File: src/rtl/button_conditioner.sv
// button_conditioner
//
// Conditions active-low, asynchronous pushbutton pins for use by synchronous logic.
// Each channel has its own copy of the following stages:
//   - a two-flop synchroniser
//   - a counter-based debouncer
//   - press edge detection
//   - an optional hold-to-auto-repeat FSM
// The channels share no state.
//
// Ports:
//   clock       in   system clock, all state on the rising edge
//   clear       in   asynchronous active-high reset
//   button_n_i  in   [NUM_BUTTONS] raw pins, active-low, asynchronous to clock
//   level_o     out  [NUM_BUTTONS] debounced pressed state, active-high, registered
//   press_o     out  [NUM_BUTTONS] one-cycle pulse per accepted press / repeat tick, registered

module button_conditioner #(
    parameter int unsigned NUM_BUTTONS     = 2,
    parameter int unsigned DEBOUNCE_CYCLES = 500000,
    parameter int unsigned REPEAT_DELAY    = 25000000,
    parameter int unsigned REPEAT_PERIOD   = 5000000
) (
    input  logic                   clock,
    input  logic                   clear,
    input  logic [NUM_BUTTONS-1:0] button_n_i,
    output logic [NUM_BUTTONS-1:0] level_o,
    output logic [NUM_BUTTONS-1:0] press_o
);

    localparam int unsigned DCNT_W = $clog2(DEBOUNCE_CYCLES) + 1;
    localparam int unsigned HMAX   = (REPEAT_DELAY > REPEAT_PERIOD) ? REPEAT_DELAY
                                                                    : REPEAT_PERIOD;
    localparam int unsigned HCNT_W = $clog2(HMAX) + 1;

    localparam logic [DCNT_W-1:0] DCNT_LAST   = DCNT_W'(DEBOUNCE_CYCLES - 1);
    localparam logic [HCNT_W-1:0] HCNT_DELAY  = HCNT_W'(REPEAT_DELAY);
    localparam logic [HCNT_W-1:0] HCNT_PERIOD = HCNT_W'(REPEAT_PERIOD);
    localparam logic [HCNT_W-1:0] HCNT_ONE    = HCNT_W'(1);

    typedef enum logic [1:0] {
        StIdle,
        StHeld,
        StRpt
    } rpt_state_e;

    for (genvar i = 0; i < NUM_BUTTONS; i++) begin : g_chan
        logic [1:0]        sync_q, sync_d;
        logic              level_q, level_d;
        logic              press_q, press_d;
        logic [DCNT_W-1:0] dcnt_q, dcnt_d;
        logic [HCNT_W-1:0] hcnt_q, hcnt_d;
        rpt_state_e        state_q, state_d;
        logic              s;
        logic              level_rise;
        logic              level_fall;

        always_comb begin
            // Invert at the pin so everything downstream is active-high.
            sync_d = {sync_q[0], ~button_n_i[i]};
            s      = sync_q[1];

            // Debounce: accept s only after DEBOUNCE_CYCLES consecutive disagreeing cycles.
            level_d = level_q;
            dcnt_d  = '0;
            if (s != level_q) begin
                if (dcnt_q == DCNT_LAST) begin
                    level_d = s;
                end else begin
                    dcnt_d = dcnt_q + DCNT_W'(1);
                end
            end

            level_rise = ~level_q & level_d;
            level_fall = level_q & ~level_d;

            state_d = state_q;
            hcnt_d  = hcnt_q;
            press_d = level_rise;

            case (state_q)
                StIdle: begin
                    if (level_rise) begin
                        state_d = StHeld;
                        hcnt_d  = HCNT_ONE;
                    end
                end
                StHeld: begin
                    // A release takes priority over a repeat pulse due on the same edge.
                    if (level_fall) begin
                        state_d = StIdle;
                        hcnt_d  = '0;
                    end else if (REPEAT_DELAY != 0) begin
                        if (hcnt_q == HCNT_DELAY) begin
                            press_d = 1'b1;
                            hcnt_d  = HCNT_ONE;
                            state_d = StRpt;
                        end else begin
                            hcnt_d = hcnt_q + HCNT_ONE;
                        end
                    end
                end
                StRpt: begin
                    if (level_fall) begin
                        state_d = StIdle;
                        hcnt_d  = '0;
                    end else if (hcnt_q == HCNT_PERIOD) begin
                        press_d = 1'b1;
                        hcnt_d  = HCNT_ONE;
                    end else begin
                        hcnt_d = hcnt_q + HCNT_ONE;
                    end
                end
                default: begin
                    state_d = StIdle;
                    hcnt_d  = '0;
                end
            endcase
        end

        always_ff @(posedge clock or posedge clear) begin
            if (clear) begin
                sync_q  <= '0;
                level_q <= 1'b0;
                press_q <= 1'b0;
                dcnt_q  <= '0;
                hcnt_q  <= '0;
                state_q <= StIdle;
            end else begin
                sync_q  <= sync_d;
                level_q <= level_d;
                press_q <= press_d;
                dcnt_q  <= dcnt_d;
                hcnt_q  <= hcnt_d;
                state_q <= state_d;
            end
        end

        assign level_o[i] = level_q;
        assign press_o[i] = press_q;
    end

endmodule

File: config.mk
export PLATFORM = sky130hd
export DESIGN_NAME = button_conditioner
export DESIGN_NICKNAME = d
export VERILOG_FILES = /design/src/rtl/button_conditioner.sv
export SDC_FILE = /design/constraint.sdc
export NUM_CORES = 1
export LEC_CHECK = 0
export CORE_ASPECT_RATIO = 1.2
export CORE_MARGIN = 5
export CORE_UTILIZATION = 25
export CTS_BUF_LIST = sky130_fd_sc_hd__clkbuf_2 sky130_fd_sc_hd__clkbuf_4 sky130_fd_sc_hd__clkbuf_8
export CTS_CLUSTER_SIZE = 14
export DETAILED_ROUTE_END_ITERATION = 7
export PLACE_DENSITY_LB_ADDON = 0.12
export SYNTH_ARGS = -nofsm -noshare
export SYNTH_HDL_FRONTEND = slang
export SYNTH_SLANG_ARGS = --single-unit
File: constraint.sdc
create_clock -name clock -period 3.95 [get_ports clock]
set_clock_uncertainty 0.05 [all_clocks]
set_input_delay 0.79 -clock clock [delete_from_list [all_inputs] [get_ports clock]]
set_output_delay 0.79 -clock clock [all_outputs]
set_load 0.01 [all_outputs]
# Word-level counts from Yosys, hierarchy flattened
# Index checks and enable logic that the tools add are counted.
# totals
inputBits,4
wordCells,88
ff_bits,104
# op_classes
add_sub_neg,4
mux,40
eq_ne,18
bitwise,10
reduce_logical,4
# ops
cell,n
two-way mux 26 bit,10
one-hot mux 26 bit (3 select lines),2
two-way mux 20 bit,4
"adder 26 x 1 -> 26 bit, second input constant",2
"equality test 26 x 23 -> 1 bit, second input constant",2
"equality test 26 x 25 -> 1 bit, second input constant",2
"adder 20 x 1 -> 20 bit, second input constant",2
"equality test 20 x 19 -> 1 bit, second input constant",2
two-way mux 2 bit,8
two-way mux 1 bit,12
one-hot mux 2 bit (3 select lines),2
"!= test 2 bit, second input constant",4
"!= test 3 bit, second input constant",2
inverter 1 bit,6
AND reduction 3 bit,2
bitwise AND 1 bit,4
"equality test 2 x 1 -> 1 bit, second input constant",2
"equality test 2 bit, second input constant",2
logical NOT 2 bit,2
one-hot mux 1 bit (2 select lines),2
!= test 1 bit,2

# Logic depth before layout (Yosys ltp)
# Gate-level depths: netlist (run 1).
# depth
depth_word,7
ltp_mapped,9

# Worst setup path after synthesis (run 1)
# OpenSTA, ideal clock, no wires.
# synth_path
path_kind,register -> register
from,register g_chan[0].hcnt_q[15]
to,register g_chan[0].hcnt_q[25]
setup_ns,0.127
t_arrival_ns,2.065
n_path_buf,1
stages_incl_launch_ff,8
setup_slack_ns,1.708
path_cell_list,dfrtp_1 -> or4b_1 -> nor4_2 -> a21oi_1 -> o21a_2 -> buf_6 -> a31oi_2 -> o31ai_2
# synth_via
elab_chain_cells,4
# synth_rtl
item,line,source
from (decl),52,"logic [HCNT_W-1:0] hcnt_q, hcnt_d;"
from (signal assigned),134,hcnt_q <= hcnt_d;
adder 26 x 1 -> 26 bit (tied with other cells),"99, 111",
two-way mux 26 bit (on tied branches),"107, 94",
two-way mux 26 bit (on tied branches),"104, 90",
one-hot mux 26 bit (3 select lines) (*),81,case (state_q)
# Every way passes the cells marked *; elsewhere a longest branch is shown, timed or not.
# A chain may end at the register's enable or synchronous reset.

# Final worst setup path (run 1)
# layout_path
from,register g_chan[1].dcnt_q[0]
to,register g_chan[1].hcnt_q[15]
# layout_via
elab_chain_cells,7
# layout_rtl
item,line,source
from (decl),51,"logic [DCNT_W-1:0] dcnt_q, dcnt_d;"
from (signal assigned),133,dcnt_q <= dcnt_d;
equality test 20 x 19 -> 1 bit (*),67,if (dcnt_q == DCNT_LAST) begin
two-way mux 1 bit (*),67,
two-way mux 1 bit (*),66,if (s != level_q) begin
inverter 1 bit,75,level_fall = level_q & ~level_d;
bitwise AND 1 bit,75,
two-way mux 26 bit (on tied branches),"104, 90",
one-hot mux 26 bit (3 select lines),81,
to (signal assigned),134,
to (decl),52,
# Marked as above.

==> metrics, run 1 <==
Max Root-Sink Buffers 2; Die X around 150 um; Final min period roughly 2.9 ns; Synth Flop Type dfrtp_1; gr ovfl total 0; Final ANT Viol Nets 0; Core Area 23300 um^2; synth cell count leaders dfrtp_1, nand2_1, nand3_1, nor2_1, inv_1; io pins 8; Setup violations, final 0; Clk pwr share 0.382; DIE HEIGHT around 180 um; routed len/inst 14.8 um; Worst setup EP type flop; largest net degree at the start of global routing 55; Final Hold Vio Count 0; headroom to the max-slew limit 0.247; count leader, synth dfrtp_1; CTS root buffer clkbuf_8; detailed-router iteration count before antenna repair 4; synthesized instance count between 600 and 700; register area share after synthesis 0.438; DRC 0; Worst Max-Slew Pin Slew around 1.1 ns; global-route wire length before repair around 24000 um; vias in the first global route between 4000 and 5000; mapped cell area 5940 um^2; Static Leak 2.55 nW; overall routing resource usage 0.110; top cell type's share of synthesized area 0.438; initial antenna violation count 0; status finished clean; period utilisation layout 0.728; max_cap viols 0; switching share of power 0.267; synth unique cells 61; CP Launch Type flop; Synthesized Nets around 670; cts repair resizes 0; cts hold-fix bufs 0; Total Routed Length 14300 um; Highest Clock Rate 348 MHz; CP required approximately 4.2 ns; CTS tree yes; worst vdd ir around 0.14 mV; worst skew pair latency ~0.40 ns; Slew Viols, Final 0; via/cell ratio around 5; Setup TNS Final 0 ns; critical-path maximum fanout 27; Port Buffers 7; Pwr Total between 1.5 and 2 mW; CTS Sinks roughly 100; WS Path Type reg2reg; number of post-CTS setup repair buffers 0; Internal 1.33 mW; RD Place Congestion between 0.7 and 0.8; P_sw just under 500 uW; Hold Path Class reg2reg; combinational power share 0.026; Synth area leaders dfrtp_1, nand3_1, nand2_1; Initial Util 0.255; H-tree depth 3; 1st-iter DRT viols 258; YS warnings 0; routed vias between 4000 and 5000; Yosys reg bits roughly 100; Rows 61; dpl hpwl 9860 um; Final nets 664; Worst EP arrival between 3 and 4 ns; P&R area growth vs syn 9.83%; Power Dens Cells roughly 280 nW/um^2; Flop pwr share 0.592; EDFF count, synth 0; clock-pin slew on the worst setup and hold paths 0.11 ns; post-layout util 0.280; die area about 27000 um^2; total CTS buffers 9; Synth area leader dfrtp_1; Async S/R FF share, synth 1.00; syn_area_per_cell between 9 and 10 um^2; layout cell share with drive strength beyond 1 0.0814; RSZ-0062 raised after global routing no; Antenna Cells 0
[metrics by stage]
step	setup WS, ns	instances	cell area [um^2]	hold slack (ns)
2_1_floorplan	0.378	648	5940	0.281
3_3_place_gp	1.08	950	6340	0.284
3_5_place_dp	1.05	950	6340	0.286
4_1_cts	1.03	966	6530	0.315
5_1_grt	0.820	966	6530	0.332
6_report	1.07	966	6530	0.311
[final timing paths]
kind	depth (start not counted)	slack, ns	endpoint	from
max	8	1.07	g_chan[1].hcnt_q[15]$_DFFE_PP0P_	g_chan[1].dcnt_q[0]$_DFF_PP0_
min	0	0.31	g_chan[0].sync_q[1]$_DFF_PP0_	g_chan[0].sync_q[0]$_DFF_PP0_
max reg2reg	8	1.07	g_chan[1].hcnt_q[15]$_DFFE_PP0P_	g_chan[1].dcnt_q[0]$_DFF_PP0_
min reg2reg	0	0.31	g_chan[0].sync_q[1]$_DFF_PP0_	g_chan[0].sync_q[0]$_DFF_PP0_
max in group asynchronous	3	2.26	g_chan[1].hcnt_q[6]$_DFFE_PP0P_	clear
min in group asynchronous	2	0.81	g_chan[0].dcnt_q[10]$_DFF_PP0_	clear
[power groups by stage]
stage | sequential, mW | combinational [mW] | clock (mW)
after floorplan | 1.10 | 0.0311 | 0
after global routing | 1.08 | 0.0574 | 0.773
after detailed placement | 1.10 | 0.0511 | 0
after global placement | 1.10 | 0.0503 | 0
final | 1.08 | 0.0475 | 0.694
after CTS | 1.08 | 0.0514 | 0.735
[sequential cells by signal, summed over array words and instances (netlist names)]
register        count
g_chan.dcnt_q      40
g_chan.hcnt_q      52
g_chan.level_q      2
g_chan.press_q      2
g_chan.state_q      4
g_chan.sync_q       4
[final cells by class]
| cell class | count | area, um^2 |
|---|---|---|
| Fill cell | 2496 | 16700 |
| Multi-Input combinational cell | 484 | 3090 |
| Sequential cell | 104 | 2600 |
| Tap cell | 315 | 394 |
| Inverter | 33 | 126 |
| Clock buffer | 9 | 124 |
| Timing Repair Buffer | 14 | 123 |
| Clock inverter | 7 | 68.8 |
[critical path, stage by stage (launching register included)]
cell and delay, ns:
dfrtp_1 0.42, ha_1 0.26, and4_1 0.25, nand2_1 0.11
nor3_1 0.08, a211oi_2 0.19, buf_4 0.34, nand2_1 0.57
o311ai_1 0.49
[cell families (layout without fill, tap and decap cells)]
group	after synthesis	count (layout)	synth area share
AND/OR/NAND/NOR	328	328	0.292
adder cells (fa/ha/maj)	14	14	0.0295
buffers and inverters	60	63	0.0434
flip-flops	104	104	0.438
multiplexers	4	4	0.00716
AO/OA/AOI/OAI	102	102	0.137
XOR/XNOR	36	36	0.0530
[metal layers]
layer	vias up	track usage	wire, um
li1	2350	-	-
met1	2361	0.137	6680
met2	31	0.195	7120
met3	12	0.0154	236
met4	0	0.0401	234
met5	-	0	0
[layout by cell type (no fill, tap or decap), drive strengths merged, types with 7 or more instances in the layout]
cell type        n
clkdlybuf4s50    7
and3            12
dfrtp          104
and4             8
xor2            22
nor4            12
nand4           26
xnor2           14
nor2            64
a31oi           10
a21oi           11
nor4b            7
o31ai            7
buf              7
clkbuf           9
o311ai          28
nand3           72
nand2           80
o21ai           17
and2            10
ha              14
inv             39
Power figures use the tool's default switching activity.
==> run 2, diff against run 1 <==
==> constraint.sdc (replaced) <==
create_clock -name clock -period 2.62 [get_ports clock]
set_clock_uncertainty 0.05 [all_clocks]
set_input_delay 0.524 -clock clock [delete_from_list [all_inputs] [get_ports clock]]
set_output_delay 0.524 -clock clock [all_outputs]
set_load 0.01 [all_outputs]
==> run 2 against run 1 <==
Effect of this change: sequential power is 50% higher; sequential share of layout area shrank 1.9 points; worst hold slack worse by 0.00051 ns; non-clock buffer count grew 34; global-route usage grew 0.42 points; clock power is 57% higher; die area unchanged; via count increased by 2.1%; critical endpoint is now g_chan[0].hcnt_q[7]$_DFFE_PP0P_.
==> metrics, run 2 (synthesis gave the netlist of run 1 again) <==
CTS tree yes (unchanged); RD Place Congestion 0.789 (was 0.763); GRT Max-Usage Layer met2 (unchanged); clock-pin slew on the worst setup and hold paths 0.11 ns (about the same); max reg flops 52 (unchanged); DRC 0 (unchanged); grt met3 use 0.0152 (was 0.0154); slowest cell delay on critical path 0.45 ns (was 0.57 ns); H-tree depth 3 (unchanged); worst vdd ir 0.190 mV (was 0.144 mV); die area 27000 um^2 (unchanged); largest net degree at the start of global routing 49 (was 55); Setup TNS Final 0 ns (unchanged); CTS Sinks 104 (unchanged); Max Root-Sink Buffers 2 (unchanged); register with the most flip-flops g_chan.hcnt_q (unchanged); detailed-router iteration count before antenna repair 4 (unchanged); cts hold-fix bufs 0 (unchanged); period utilisation layout 0.926 (was 0.728); overall routing resource usage 0.115 (was 0.110); DIE HEIGHT 179 um (unchanged); CTS root buffer clkbuf_8 (unchanged); max_cap viols 0 (unchanged); io pins 8 (unchanged); Core Area 23300 um^2 (unchanged); initial antenna violation count 0 (unchanged); slowest stage cell, crit path or4b_1 (was nand2_1); Antenna Cells 0 (unchanged); met2 GRT Util 0.205 (was 0.195); Final nets 698 (was 664); CP Launch Type flop (unchanged); Slew Viols, Final 0 (unchanged); hold slack final 0.310 ns (was 0.311 ns); Worst EP arrival 2.65 ns (was 3.10 ns); routed len/inst 14.6 um (was 14.8 um); Setup violations, final 0 (unchanged); CP required 2.84 ns (was 4.17 ns); placed insts 984 (was 950); headroom to the max-slew limit 0.484 (was 0.247); Total Routed Length 14600 um (was 14300 um); Rows 61 (unchanged); Worst setup EP type flop (unchanged); slack of the worst reg-to-reg path 0.19 ns (was 1.07 ns); status finished clean (unchanged); critical-path maximum fanout 13 (was 27); met1 Use GR 0.140 (was 0.137); 1st-iter DRT viols 240 (was 258); RSZ-0062 raised after global routing no (unchanged); layout cell share with drive strength beyond 1 0.127 (was 0.0814); cells on worst reg2reg path 9 (was 8); total CTS buffers 9 (unchanged); Highest Clock Rate 412 MHz (was 348 MHz); Hold Crit Depth 0 (unchanged); Final min period 2.43 ns (was 2.88 ns); Power Dens Cells 407 nW/um^2 (was 279 nW/um^2); gr ovfl total 0 (unchanged); vias in the first global route 5014 (was 4795); Initial Util 0.255 (unchanged); Final Hold Vio Count 0 (unchanged); via/cell ratio 4.86 (was 4.92); Worst Hold End g_chan[0].sync_q[1]$_DFF_PP0_ (unchanged); Die X 151 um (unchanged); worst r2r src g_chan[0].hcnt_q[1]$_DFFE_PP0P_ (was g_chan[1].dcnt_q[0]$_DFF_PP0_); worst min-delay path startpoint g_chan[0].sync_q[0]$_DFF_PP0_ (unchanged); cell breakdown of the critical path inv_1 -> ha_1 -> or4b_1 -> nor4_2 -> a21oi_1 -> o21a_4 -> buf_12 -> a21oi_1 -> o22ai_1 (was ha_1 -> and4_1 -> nand2_1 -> nor3_1 -> a211oi_2 -> buf_4 -> nand2_1 -> o311ai_1); most frequent cells in the layout dfrtp_1, nand2_1, nand3_1 (unchanged); most frequent CP cell a21oi_1 (was nand2_1); Port Buffers 7 (unchanged); most common cell after layout, fill and taps aside dfrtp_1 (unchanged); P&R area growth vs syn 15.4% (was 9.83%); Worst R2R End g_chan[0].hcnt_q[7]$_DFFE_PP0P_ (was g_chan[1].hcnt_q[15]$_DFFE_PP0P_); Static Leak 2.71 nW (was 2.55 nW); dpl hpwl 10300 um (was 9860 um); global-route wire length before repair 25100 um (was 24000 um); Worst Max-Slew Pin Slew 0.774 ns (was 1.13 ns); Regs by FF count g_chan.hcnt_q: 52 flops, g_chan.dcnt_q: 40 flops (unchanged); routed vias 4856 (was 4754); Final ANT Viol Nets 0 (unchanged); worst skew pair latency 0.38 ns (was 0.40 ns); WS Path Type reg2reg (unchanged); Hold Path Class reg2reg (unchanged); Layout Cells excl Fill 1000 (was 966)
## run 2: cell types whose count changed in the layout (fill, tap and decap cells not counted), sizes merged
| cell | delta |
|---|---|
| clkinv | -1 |
| inv | -4 |
| clkinvlp | +4 |
| buf | +34 |
| bufinv | +1 |
## run 2: what timing repair did
| item | in CTS | in global routing |
|---|---|---|
| gates resized for setup | 0 | 2 |
| buffers inserted | 0 | 0 |
| setup endpoints to repair | 0 | 8 |
## run 2: worst max-delay path by stage
stage | start | end | depth (start not counted)
CTS | g_chan[0].hcnt_q[1]$_DFFE_PP0P_ | g_chan[0].hcnt_q[13]$_DFFE_PP0P_ | 8
global placement | g_chan[0].hcnt_q[1]$_DFFE_PP0P_ | g_chan[0].hcnt_q[20]$_DFFE_PP0P_ | 8
detailed placement | g_chan[0].hcnt_q[1]$_DFFE_PP0P_ | g_chan[0].hcnt_q[8]$_DFFE_PP0P_ | 8
finish | g_chan[0].hcnt_q[1]$_DFFE_PP0P_ | g_chan[0].hcnt_q[7]$_DFFE_PP0P_ | 9
floorplan | g_chan[0].hcnt_q[15]$_DFFE_PP0P_ | g_chan[0].hcnt_q[25]$_DFFE_PP0P_ | 7
global route | g_chan[1].hcnt_q[17]$_DFFE_PP0P_ | g_chan[1].hcnt_q[7]$_DFFE_PP0P_ | 7
## run 2: metrics by stage
step	util	total power, mW	instance area, um^2	worst slack (ns)
after floorplan	-	1.70	5950	0.378
after global placement	0.285	1.73	6640	0.186
after CTS	0.294	2.86	6850	0.0995
final	0.295	2.79	6860	0.194
after detailed placement	0.285	1.74	6640	0.105
after global routing	0.295	2.92	6860	0.0411
## run 2: worst max-delay path, delay by kind of cell, from the launching register on
kind	cells	cell delay [ns]
DFF	1	0.42
buffers and inverters	2	0.26
adders and majority gates	1	0.13
and+or+nand+nor	2	0.73
AOI/OAI and AO/OA	4	0.72
## run 2: routing by layer
| metal | share of wire | wire, um | up-vias |
|---|---|---|---|
| li1 | - | - | 2427 |
| met1 | 0.46 | 6720 | 2395 |
| met2 | 0.52 | 7560 | 30 |
| met3 | 0.014 | 198 | 4 |
| met4 | 0.0073 | 107 | 0 |
| met5 | 0 | 0 | - |
## run 2: area by class of cell
cell class | instances | area [um^2]
clock buffer | 9 | 124
clock inverter | 7 | 78.8
fill | 2482 | 16400
inverter | 33 | 128
multi-input combinational | 484 | 3110
sequential | 104 | 2600
tap | 315 | 394
timing repair buffer | 48 | 428
## run 2: report_power, final
part	internal, mW	switching (mW)
Combinational	0.0211	0.0543
Clock	0.453	0.637
Sequential	1.61	0.00929
Total	2.09	0.701
